[src/rtl/kogge_stone_adder_pipe_if.sv]
// Valid/ready operand and result channels of the pipelined Kogge-Stone adder.
// The master is the issuing/consuming side and the slave is the adder.
interface kogge_stone_adder_pipe_if #(
   parameter int WIDTH = 12,
   parameter int TAG_W = 4
);
   logic             in_valid;
   logic             in_ready;
   logic [WIDTH-1:0] in_a;
   logic [WIDTH-1:0] in_b;
   logic             in_cin;
   logic             in_sub;
   logic [TAG_W-1:0] in_tag;
   logic             out_valid;
   logic             out_ready;
   logic [WIDTH-1:0] out_sum;
   logic             out_cout;
   logic             out_ovf;
   logic [TAG_W-1:0] out_tag;

   modport master (
      output in_valid, in_a, in_b, in_cin, in_sub, in_tag, out_ready,
      input  in_ready, out_valid, out_sum, out_cout, out_ovf, out_tag
   );

   modport slave (
      input  in_valid, in_a, in_b, in_cin, in_sub, in_tag, out_ready,
      output in_ready, out_valid, out_sum, out_cout, out_ovf, out_tag
   );
endinterface

[src/rtl/kogge_stone_adder_pipe.sv]
// Fully pipelined Kogge-Stone adder/subtractor with carry-in, signed overflow and a
// sideband tag; one register per prefix level plus input and result stages.
module kogge_stone_adder_pipe #(
   parameter int WIDTH = 12,
   parameter int TAG_W = 4
) (
   input logic                     clk,
   input logic                     rst,
   kogge_stone_adder_pipe_if.slave io_bus
);
   localparam int LEVELS = $clog2(WIDTH);

   logic             w_advance;
   logic [WIDTH-1:0] w_b_eff;
   logic             w_c0;

   logic [WIDTH-1:0] r_g   [0:LEVELS];
   logic [WIDTH-1:0] r_p   [0:LEVELS];
   logic [WIDTH-1:0] r_po  [0:LEVELS];
   logic [TAG_W-1:0] r_tag [0:LEVELS];
   logic [LEVELS:0]  r_c0;
   logic [LEVELS:0]  r_vld;

   logic [WIDTH-1:0] w_g [1:LEVELS];
   logic [WIDTH-1:0] w_p [1:LEVELS];

   logic [WIDTH-1:0] w_sum;
   logic             w_cout;
   logic             w_ovf;

   logic [WIDTH-1:0] r_sum;
   logic             r_cout;
   logic             r_ovf;
   logic [TAG_W-1:0] r_out_tag;
   logic             r_out_vld;

   // One prefix level of span 2^(k-1); carry-in enters as a generate below bit 0 on the first level.
   function automatic logic [2*WIDTH-1:0] prefix_level(
      input logic [WIDTH-1:0] g,
      input logic [WIDTH-1:0] p,
      input logic             c0,
      input int               k
   );
      logic [WIDTH-1:0] g_in;
      logic [WIDTH-1:0] g_o;
      logic [WIDTH-1:0] p_o;
      int               d;
      d    = 1 << (k - 1);
      g_in = g;
      if (k == 1) begin
         g_in[0] = g[0] | (p[0] & c0);
      end
      g_o = g_in;
      p_o = p;
      for (int i = 0; i < WIDTH; i++) begin
         if (i >= d) begin
            g_o[i] = g_in[i] | (p[i] & g_in[i-d]);
            p_o[i] = p[i] & p[i-d];
         end
      end
      return {g_o, p_o};
   endfunction

   // Carries into each bit are the final group generates shifted up by one.
   function automatic logic [WIDTH+1:0] final_stage(
      input logic [WIDTH-1:0] g,
      input logic [WIDTH-1:0] po,
      input logic             c0
   );
      logic [WIDTH-1:0] c;
      logic             cout;
      c    = {g[WIDTH-2:0], c0};
      cout = g[WIDTH-1];
      return {c[WIDTH-1] ^ cout, cout, po ^ c};
   endfunction

   always_comb begin
      w_advance = ~r_out_vld | io_bus.out_ready;
      w_b_eff   = io_bus.in_sub ? ~io_bus.in_b : io_bus.in_b;
      w_c0      = io_bus.in_sub ? ~io_bus.in_cin : io_bus.in_cin;
      w_g       = '{default: '0};
      w_p       = '{default: '0};
      for (int k = 1; k <= LEVELS; k++) begin
         {w_g[k], w_p[k]} = prefix_level(r_g[k-1], r_p[k-1], r_c0[k-1], k);
      end
      {w_ovf, w_cout, w_sum} = final_stage(r_g[LEVELS], r_po[LEVELS], r_c0[LEVELS]);
   end

   always_ff @(posedge clk) begin
      if (rst) begin
         r_vld     <= '0;
         r_c0      <= '0;
         for (int k = 0; k <= LEVELS; k++) begin
            r_g[k]   <= '0;
            r_p[k]   <= '0;
            r_po[k]  <= '0;
            r_tag[k] <= '0;
         end
         r_sum     <= '0;
         r_cout    <= 1'b0;
         r_ovf     <= 1'b0;
         r_out_tag <= '0;
         r_out_vld <= 1'b0;
      end else if (w_advance) begin
         // Stage 0: per-bit propagate/generate of the prepared operands
         r_vld[0] <= io_bus.in_valid;
         r_g[0]   <= io_bus.in_a & w_b_eff;
         r_p[0]   <= io_bus.in_a ^ w_b_eff;
         r_po[0]  <= io_bus.in_a ^ w_b_eff;
         r_c0[0]  <= w_c0;
         r_tag[0] <= io_bus.in_tag;
         // Prefix levels 1..LEVELS
         for (int k = 1; k <= LEVELS; k++) begin
            r_vld[k] <= r_vld[k-1];
            r_g[k]   <= w_g[k];
            r_p[k]   <= w_p[k];
            r_po[k]  <= r_po[k-1];
            r_c0[k]  <= r_c0[k-1];
            r_tag[k] <= r_tag[k-1];
         end
         // Result stage
         r_sum     <= w_sum;
         r_cout    <= w_cout;
         r_ovf     <= w_ovf;
         r_out_tag <= r_tag[LEVELS];
         r_out_vld <= r_vld[LEVELS];
      end
   end

   assign io_bus.in_ready  = w_advance;
   assign io_bus.out_valid = r_out_vld;
   assign io_bus.out_sum   = r_sum;
   assign io_bus.out_cout  = r_cout;
   assign io_bus.out_ovf   = r_ovf;
   assign io_bus.out_tag   = r_out_tag;

endmodule

[src/flat_wrapper.sv]
// flat-port wrapper written by rule: the top's interface ports become plain ports
module kogge_stone_adder_pipe_flat 
#(
   parameter int WIDTH = 12,
   parameter int TAG_W = 4
)
  (clk, rst, io_bus_in_valid, io_bus_in_a, io_bus_in_b, io_bus_in_cin, io_bus_in_sub, io_bus_in_tag, io_bus_out_ready, io_bus_in_ready, io_bus_out_valid, io_bus_out_sum, io_bus_out_cout, io_bus_out_ovf, io_bus_out_tag);
  kogge_stone_adder_pipe_if #(.WIDTH(WIDTH), .TAG_W(TAG_W)) io_bus_i ();
  input logic clk;
  input logic rst;
  input wire logic [$bits(io_bus_i.in_valid)-1:0] io_bus_in_valid;
  input wire logic [$bits(io_bus_i.in_a)-1:0] io_bus_in_a;
  input wire logic [$bits(io_bus_i.in_b)-1:0] io_bus_in_b;
  input wire logic [$bits(io_bus_i.in_cin)-1:0] io_bus_in_cin;
  input wire logic [$bits(io_bus_i.in_sub)-1:0] io_bus_in_sub;
  input wire logic [$bits(io_bus_i.in_tag)-1:0] io_bus_in_tag;
  input wire logic [$bits(io_bus_i.out_ready)-1:0] io_bus_out_ready;
  output wire logic [$bits(io_bus_i.in_ready)-1:0] io_bus_in_ready;
  output wire logic [$bits(io_bus_i.out_valid)-1:0] io_bus_out_valid;
  output wire logic [$bits(io_bus_i.out_sum)-1:0] io_bus_out_sum;
  output wire logic [$bits(io_bus_i.out_cout)-1:0] io_bus_out_cout;
  output wire logic [$bits(io_bus_i.out_ovf)-1:0] io_bus_out_ovf;
  output wire logic [$bits(io_bus_i.out_tag)-1:0] io_bus_out_tag;
  assign io_bus_i.in_valid = io_bus_in_valid;
  assign io_bus_i.in_a = io_bus_in_a;
  assign io_bus_i.in_b = io_bus_in_b;
  assign io_bus_i.in_cin = io_bus_in_cin;
  assign io_bus_i.in_sub = io_bus_in_sub;
  assign io_bus_i.in_tag = io_bus_in_tag;
  assign io_bus_i.out_ready = io_bus_out_ready;
  assign io_bus_in_ready = io_bus_i.in_ready;
  assign io_bus_out_valid = io_bus_i.out_valid;
  assign io_bus_out_sum = io_bus_i.out_sum;
  assign io_bus_out_cout = io_bus_i.out_cout;
  assign io_bus_out_ovf = io_bus_i.out_ovf;
  assign io_bus_out_tag = io_bus_i.out_tag;
  kogge_stone_adder_pipe #(.WIDTH(WIDTH), .TAG_W(TAG_W)) u_core (.clk(clk), .rst(rst), .io_bus(io_bus_i));
endmodule
[config.mk]
export PLATFORM = sky130hd
export DESIGN_NAME = kogge_stone_adder_pipe_flat
export DESIGN_NICKNAME = d
export VERILOG_FILES = /design/src/rtl/kogge_stone_adder_pipe_if.sv /design/src/rtl/kogge_stone_adder_pipe.sv /design/src/flat_wrapper.sv
export SDC_FILE = /design/constraint.sdc
export NUM_CORES = 1
export LEC_CHECK = 0
export ABC_AREA = 1
export CORE_ASPECT_RATIO = 0.75
export CORE_UTILIZATION = 55
export CTS_BUF_LIST = sky130_fd_sc_hd__clkbuf_16
export DETAILED_ROUTE_END_ITERATION = 7
export GPL_ROUTABILITY_DRIVEN = 0
export MAX_ROUTING_LAYER = met4
export PLACE_DENSITY_LB_ADDON = 0.25
export SLEW_MARGIN = 20
export SYNTH_ARGS = -nofsm -noshare
export SYNTH_HDL_FRONTEND = slang
export SYNTH_SLANG_ARGS = --single-unit
[constraint.sdc]
create_clock -name clk -period 7.36 [get_ports clk]
set_input_delay 1.472 -clock clk [delete_from_list [all_inputs] [get_ports clk]]
set_output_delay 1.472 -clock clk [all_outputs]
set_load 0.05 [all_outputs]
==> impl_results.md, run 1 <==
* Clock Latency Late Sink at 0.41 ns
* Sequential power share at 54.8%
* Vias in the first global route at 4057
* Net load switching power at 0.4509 mW
* Comb power frac at 4.6%
* Post_cts resized at 0
* Pwr per Cell Area at 253.7 nW/um2
* Fraction of layout cells with a size suffix above 1 at 5.640%
* Seq. cell area at 5445 um2
* Critical path class: in2out
* Final wirelength at 10290 um
* Yosys cell types at 15
* Overall global routing resource usage at 16.76%
* Synth warn at 0
* Final setup vio count at 0
* Die Wd at 137.9 um
* Sw Ratio at 20.20%
* Area of the multi-input gates at 1569 um2
* Mapped Nets at 709
* Post-Syn Instances at 663
* Leak pwr at 3.768 nW
* Slew @ Worst Pin at 0.9672 ns
* RSZ-0062 raised after global routing: no
* HPWL Detailed at 6257 um
* Largest net degree at the start of global routing at 105
* Antenna Cells at 0
* Num rows at 36
* Max Transition Viols Final at 0
* Max Fclk at 231.0 MHz
* CP arrival at 2.86 ns
* Clock Skew at 0.005420 ns
* Seq/Total Area, Yosys at 71.43%
* Global route total overflow at 0
* Avg Cell Area, Syn at 11.50 um2
* Clk pin slew, worst setup/hold paths at 0.07 ns
* Crit-path cells: clkdlybuf4s50_1 > inv_2 > nand2_4 > clkdlybuf4s50_1
* Initial drt markers at 231
* Setup TNS at 0 ns
* HP Class: reg2reg
* Fin crit share at 58.83%
* H-Tree Depth at 4
* Top cells by area, synth: edfxtp_1, dfxtp_1, nor2_1
* Status: finished clean
* Max rail drop VDD at 0.0001397 V
* First-pass DRT Iterations at 5
* CTS tree: yes
* Yosys reg bits at 191
* Layout Area Growth over Synthesis at 15.43%
* CP most frequent cell: clkdlybuf4s50_1
* Total power at 2.232 mW
* Core Util, Final at 66.45%
* WL/cell at 11.46 um
* Core ar. at 13240 um2
* Slew headroom at 35.52%
* Setup crit start kind: primary input
* CP max FO at 3
* Hold_buf cts at 0
* Clock Tree Buf Depth at 2
* Total CTS buffers at 17
* Area share of the largest cell type after synthesis at 63.81%
* Number of nets in the layout at 760
* Mapped cell area at 7624 um2
* Clock Power Share at 40.6%
* Die Height at 104.0 um
* Max-Cap Viols at 0
* Port Buffer Count at 53
* Initial Utilization at 57.57%
* Die area at 14340 um2
* Crit end category: output port
* Slowest stage cell, crit path: clkdlybuf4s50_1
* Clk sinks at 191
* Vias at 4175
* Fin crit period at 4.330 ns
* First-pass GRT wire length at 18000 um
* Final hold vios at 0
* Leading area contributor after synthesis: edfxtp_1
* Root buffer cell: clkbuf_16
* Critical Path RT at 5.89 ns
* Antenna violations before repair at 0
* Post-route ant nets at 0
* Setup repair bufs after CTS at 0
* Io pins at 54
* DRC viols at 0
* Pint at 1.781 mW
* Final hold slack at 0.4450 ns
* Fill cells at 981
* Max incr delay on CP at 0.80 ns
* Vias per inst at 4.649
per-layer routing:
layer | wire, um | share of wire [%] | global-route usage (%)
met5 | 0 | 0 | -
met4 | 115 | 1.1 | 6.289
met1 | 4986 | 48 | 20.95
met2 | 4883 | 47 | 26.00
met3 | 308 | 3.0 | 4.678
power groups by stage:
stage	sequential [mW]	combinational [mW]	clock, mW
CTS	1.22	0.104	0.924
global placement	1.24	0.101	0
detailed placement	1.25	0.103	0
global route	1.23	0.119	0.965
finish	1.22	0.103	0.907
floorplan	1.25	0.0687	0
logic make-up (layout without fill, tap and decap cells):
group | Yosys count | count (layout) | share of synthesized area [%]
compound gates | 34 | 34 | 2.232
buf+inv | 136 | 200 | 7.993
xor+xnor | 26 | 26 | 2.987
simple gates | 264 | 264 | 13.39
fa+ha+maj | 12 | 12 | 1.969
flops | 191 | 191 | 71.43
layout by cell type, fill, tap and decap left out, drive strengths merged:
cell / n
nor3: 10
ha: 12
nand2: 103
inv: 114
dfxtp: 29
xor2: 26
nor2: 151
bufinv: 3
clkbuf: 17
edfxtp: 162
buf: 3
clkinvlp: 1
clkdlybuf4s50: 53
a21oi: 34
clkinv: 9
stage by stage:
step	instances	setup slack, ns	instance area [um2]
4_1_cts	898	3.020	8800
2_1_floorplan	663	1.814	7624
5_1_grt	898	2.954	8800
3_5_place_dp	866	3.019	8207
3_3_place_gp	866	3.027	8207
6_report	898	3.030	8800
sequential cells by signal, indices dropped and copies added (netlist names):
signal,count
u_core.io_bus.out_cout,1
u_core.r_tag,20
u_core.r_vld,5
u_core.r_g,60
u_core.r_po,60
u_core.r_c0,5
u_core.io_bus.out_tag,4
u_core.r_p,22
u_core.io_bus.out_sum,12
u_core.io_bus.out_ovf,1
u_core.io_bus.out_valid,1
synthesized netlist by cell type (all sizes together):
library cell	n
buf	24
nand2	103
xor2	26
ha	12
inv	112
nor3	10
dfxtp	29
a21oi	34
nor2	151
edfxtp	162
layout make-up:
cell class	count	area share (%)
well taps	171	2.431
inverters	112	4.834
flip-flops and latches	191	61.88
clock inverters	15	1.905
multi-input cells	336	17.83
repair buffers	56	6.285
clock buffers	17	4.834
path summary, 6_finish.rpt:
path | start | endpoint | slack [ns] | depth (start not counted)
worst max-delay path | io_bus_out_ready | io_bus_in_ready | 3.03 | 4
worst min-delay path | u_core.r_tag[4][1] | u_core.io_bus.out_tag[1] | 0.44 | 2
worst max register to register | u_core.io_bus.out_valid | u_core.r_g[0][28] | 4.85 | 5
worst min register to register | u_core.r_tag[4][1] | u_core.io_bus.out_tag[1] | 0.44 | 2
worst max-delay path: cells and delay by family:
kind          cells  cell delay (ns)
simple gates      1             0.07
buf+inv           3             1.31
Note: power is estimated with default switching activity, not from simulation.
==> run 2: changes to the inputs <==
--- a/config.mk
+++ b/config.mk
@@ -7,7 +7,7 @@
 export LEC_CHECK = 0
 export ABC_AREA = 1
 export CORE_ASPECT_RATIO = 0.75
-export CORE_UTILIZATION = 55
+export CORE_UTILIZATION = 53
 export CTS_BUF_LIST = sky130_fd_sc_hd__clkbuf_16
 export DETAILED_ROUTE_END_ITERATION = 7
 export GPL_ROUTABILITY_DRIVEN = 0
==> constraint.sdc (replaced) <==
create_clock -name clk -period 3.7 [get_ports clk]
set_input_delay 0.74 -clock clk [delete_from_list [all_inputs] [get_ports clk]]
set_output_delay 0.74 -clock clk [all_outputs]
set_load 0.05 [all_outputs]
==> run 2 against run 1 <==
Largest power group unchanged; via count grew 0.60%; count of clock-buffer cells in the layout is the same; largest cell class unchanged; non-clock buffer count grew 7; die area grew 3.7%; cell count grew 1.2%.
==> impl_results.md, run 2 (synthesis gave the netlist of run 1 again) <==
* Initial drt markers at 273 (+18%)
* RSZ-0062 raised after global routing: no
* Final worst slack at 0.6282 ns (-2.402 ns)
* Die area at 14870 um2 (+3.7%)
* H-Tree Depth at 4 (unchanged)
* Root buffer cell: clkbuf_16
* CP most frequent cell: clkdlybuf4s50_1
* Pre-CTS WS at 0.6205 ns (-2.398 ns)
* Core ar. at 13890 um2 (+4.9%)
* Slowest stage cell, crit path: clkdlybuf4s50_1
* Setup crit start kind: primary input
* Clock Latency Late Sink at 0.42 ns (about the same)
* Total CTS buffers at 17 (unchanged)
* Clk sinks at 191 (unchanged)
* Fraction of layout cells with a size suffix above 1 at 6.403% (+0.76 points)
* CTS tree: yes
* Vias in the first global route at 4019 (-0.94%)
* Antenna Cells at 0 (unchanged)
* Setup repair bufs after CTS at 0 (unchanged)
* Port Buffer Count at 53 (unchanged)
* First-pass DRT Iterations at 5 (unchanged)
* Critical Path RT at 2.96 ns (-2.93 ns)
* Clock Tree Buf Depth at 2 (unchanged)
* Delay-heaviest family, CP: buffers and inverters
* Die Wd at 140.5 um (+1.8%)
* Io pins at 54 (unchanged)
* CP arrival at 2.33 ns (-0.53 ns)
* Overall global routing resource usage at 16.29% (-0.47 points)
* Vias per inst at 4.620 (-0.62%)
* Number of nets in the layout at 767 (+0.92%)
* Crit end category: output port
* First-pass GRT wire length at 18150 um (+0.88%)
* Antenna violations before repair at 0 (unchanged)
* Max-Cap Viols at 0 (unchanged)
* Fin crit period at 3.072 ns
* Leak pwr at 3.847 nW (+2.1%)
* Final setup vio count at 0 (unchanged)
* Vias at 4200 (+0.60%)
* R2r setup slk at 1.83 ns (-3.02 ns)
* DRC viols at 0 (unchanged)
* WL/cell at 11.60 um (+1.2%)
* Crit-path cells: clkdlybuf4s50_1 > inv_16 > nand2_8 > clkdlybuf4s50_1
* Post_cts resized at 0 (unchanged)
* Max Fclk at 325.5 MHz
* Fin crit share at 83.02%
* Status: finished clean
* Initial Utilization at 54.89% (-2.7 points)
* WP buf/inv at 3 (unchanged)
* Hold_buf cts at 0 (unchanged)
* Largest net degree at the start of global routing at 78 (-26%)
* Commonest cells after routing, fill and taps aside: edfxtp_1, nor2_1, inv_1
* Final wirelength at 10540 um (+2.4%)
* Max Transition Viols Final at 0 (unchanged)
* Global route total overflow at 0 (unchanged)
* Post-route cell area at 9015 um2 (+2.4%)
* Num rows at 37 (+2.8%)
* Critical path class: in2out
* Pwr per Cell Area at 502.1 nW/um2 (+98%)
* Placed Area at 8394 um2 (+2.3%)
* Total power at 4.527 mW (+100%)
* HP Class: reg2reg
* HPWL Detailed at 6900 um (+10%)
* Largest regs: u_core.r_g: 60 flops, u_core.r_po: 60 flops, u_core.r_p: 22 flops
* Max incr delay on CP at 0.80 ns (about the same)
* Slew headroom at 44.79% (+9.3 points)
* Die Height at 105.9 um (+1.8%)
* Layout Area Growth over Synthesis at 18.25%
* Slew @ Worst Pin at 0.8255 ns (-0.1417 ns)
* CP max FO at 3 (unchanged)
* Clock Skew at 0.01229 ns (+0.006869 ns)
* Clk pin slew, worst setup/hold paths at 0.07 ns (about the same)
* Most common cell after layout, fill and taps aside: edfxtp_1
* Final hold vios at 0 (unchanged)
* Max rail drop VDD at 0.0002993 V (+110%)
* Post-route ant nets at 0 (unchanged)
run 2: routing by layer:
metal,part of all wire [%],vias up,GRT usage (%)
met5,0,-,-
met3,4.5,8,4.498
met4,0.81,0,5.357
li1,-,2209,-
met1,48,1879,20.59
met2,47,104,25.64
run 2: per-stage QoR:
step	utilization (%)	instances	hold WS [ns]	setup TNS, ns
floorplan	-	663	0.4119	-38.48
global placement	60.44	877	0.4219	0
detailed placement	60.44	877	0.4194	0
CTS	64.91	909	0.4359	0
global route	64.91	909	0.4681	0
finish	64.91	909	0.4339	0
run 2: where the power goes:
part,switching [mW],internal (mW)
Combinational,0.121,0.0905
Sequential,0.0338,2.40
Clock,0.755,1.13
Total,0.910,3.62
run 2: layout make-up:
type,instances,area (um2)
repair buffers,63,705.7
flip-flops and latches,191,5446
multi-input cells,336,1583
clock inverters,15,195.2
well taps,175,219.0
inverters,112,440.4
clock buffers,17,425.4
fillers,1016,4873
run 2: worst paths after layout:
check	depth (start not counted)	endpoint	from
setup / recovery	4	io_bus_in_ready	io_bus_out_ready
hold / removal	2	u_core.io_bus.out_tag[2]	u_core.r_tag[4][2]
setup reg to reg	4	u_core.r_g[0][15]	u_core.io_bus.out_valid
hold reg to reg	2	u_core.io_bus.out_tag[2]	u_core.r_tag[4][2]
run 2: worst reg2reg max path: cells and delay by family, from the launching register on:
family / cells / cell delay [ns]
AND/OR/NAND/NOR: 2 / 0.21
flip-flops: 1 / 0.38
buffers and inverters: 2 / 1.03
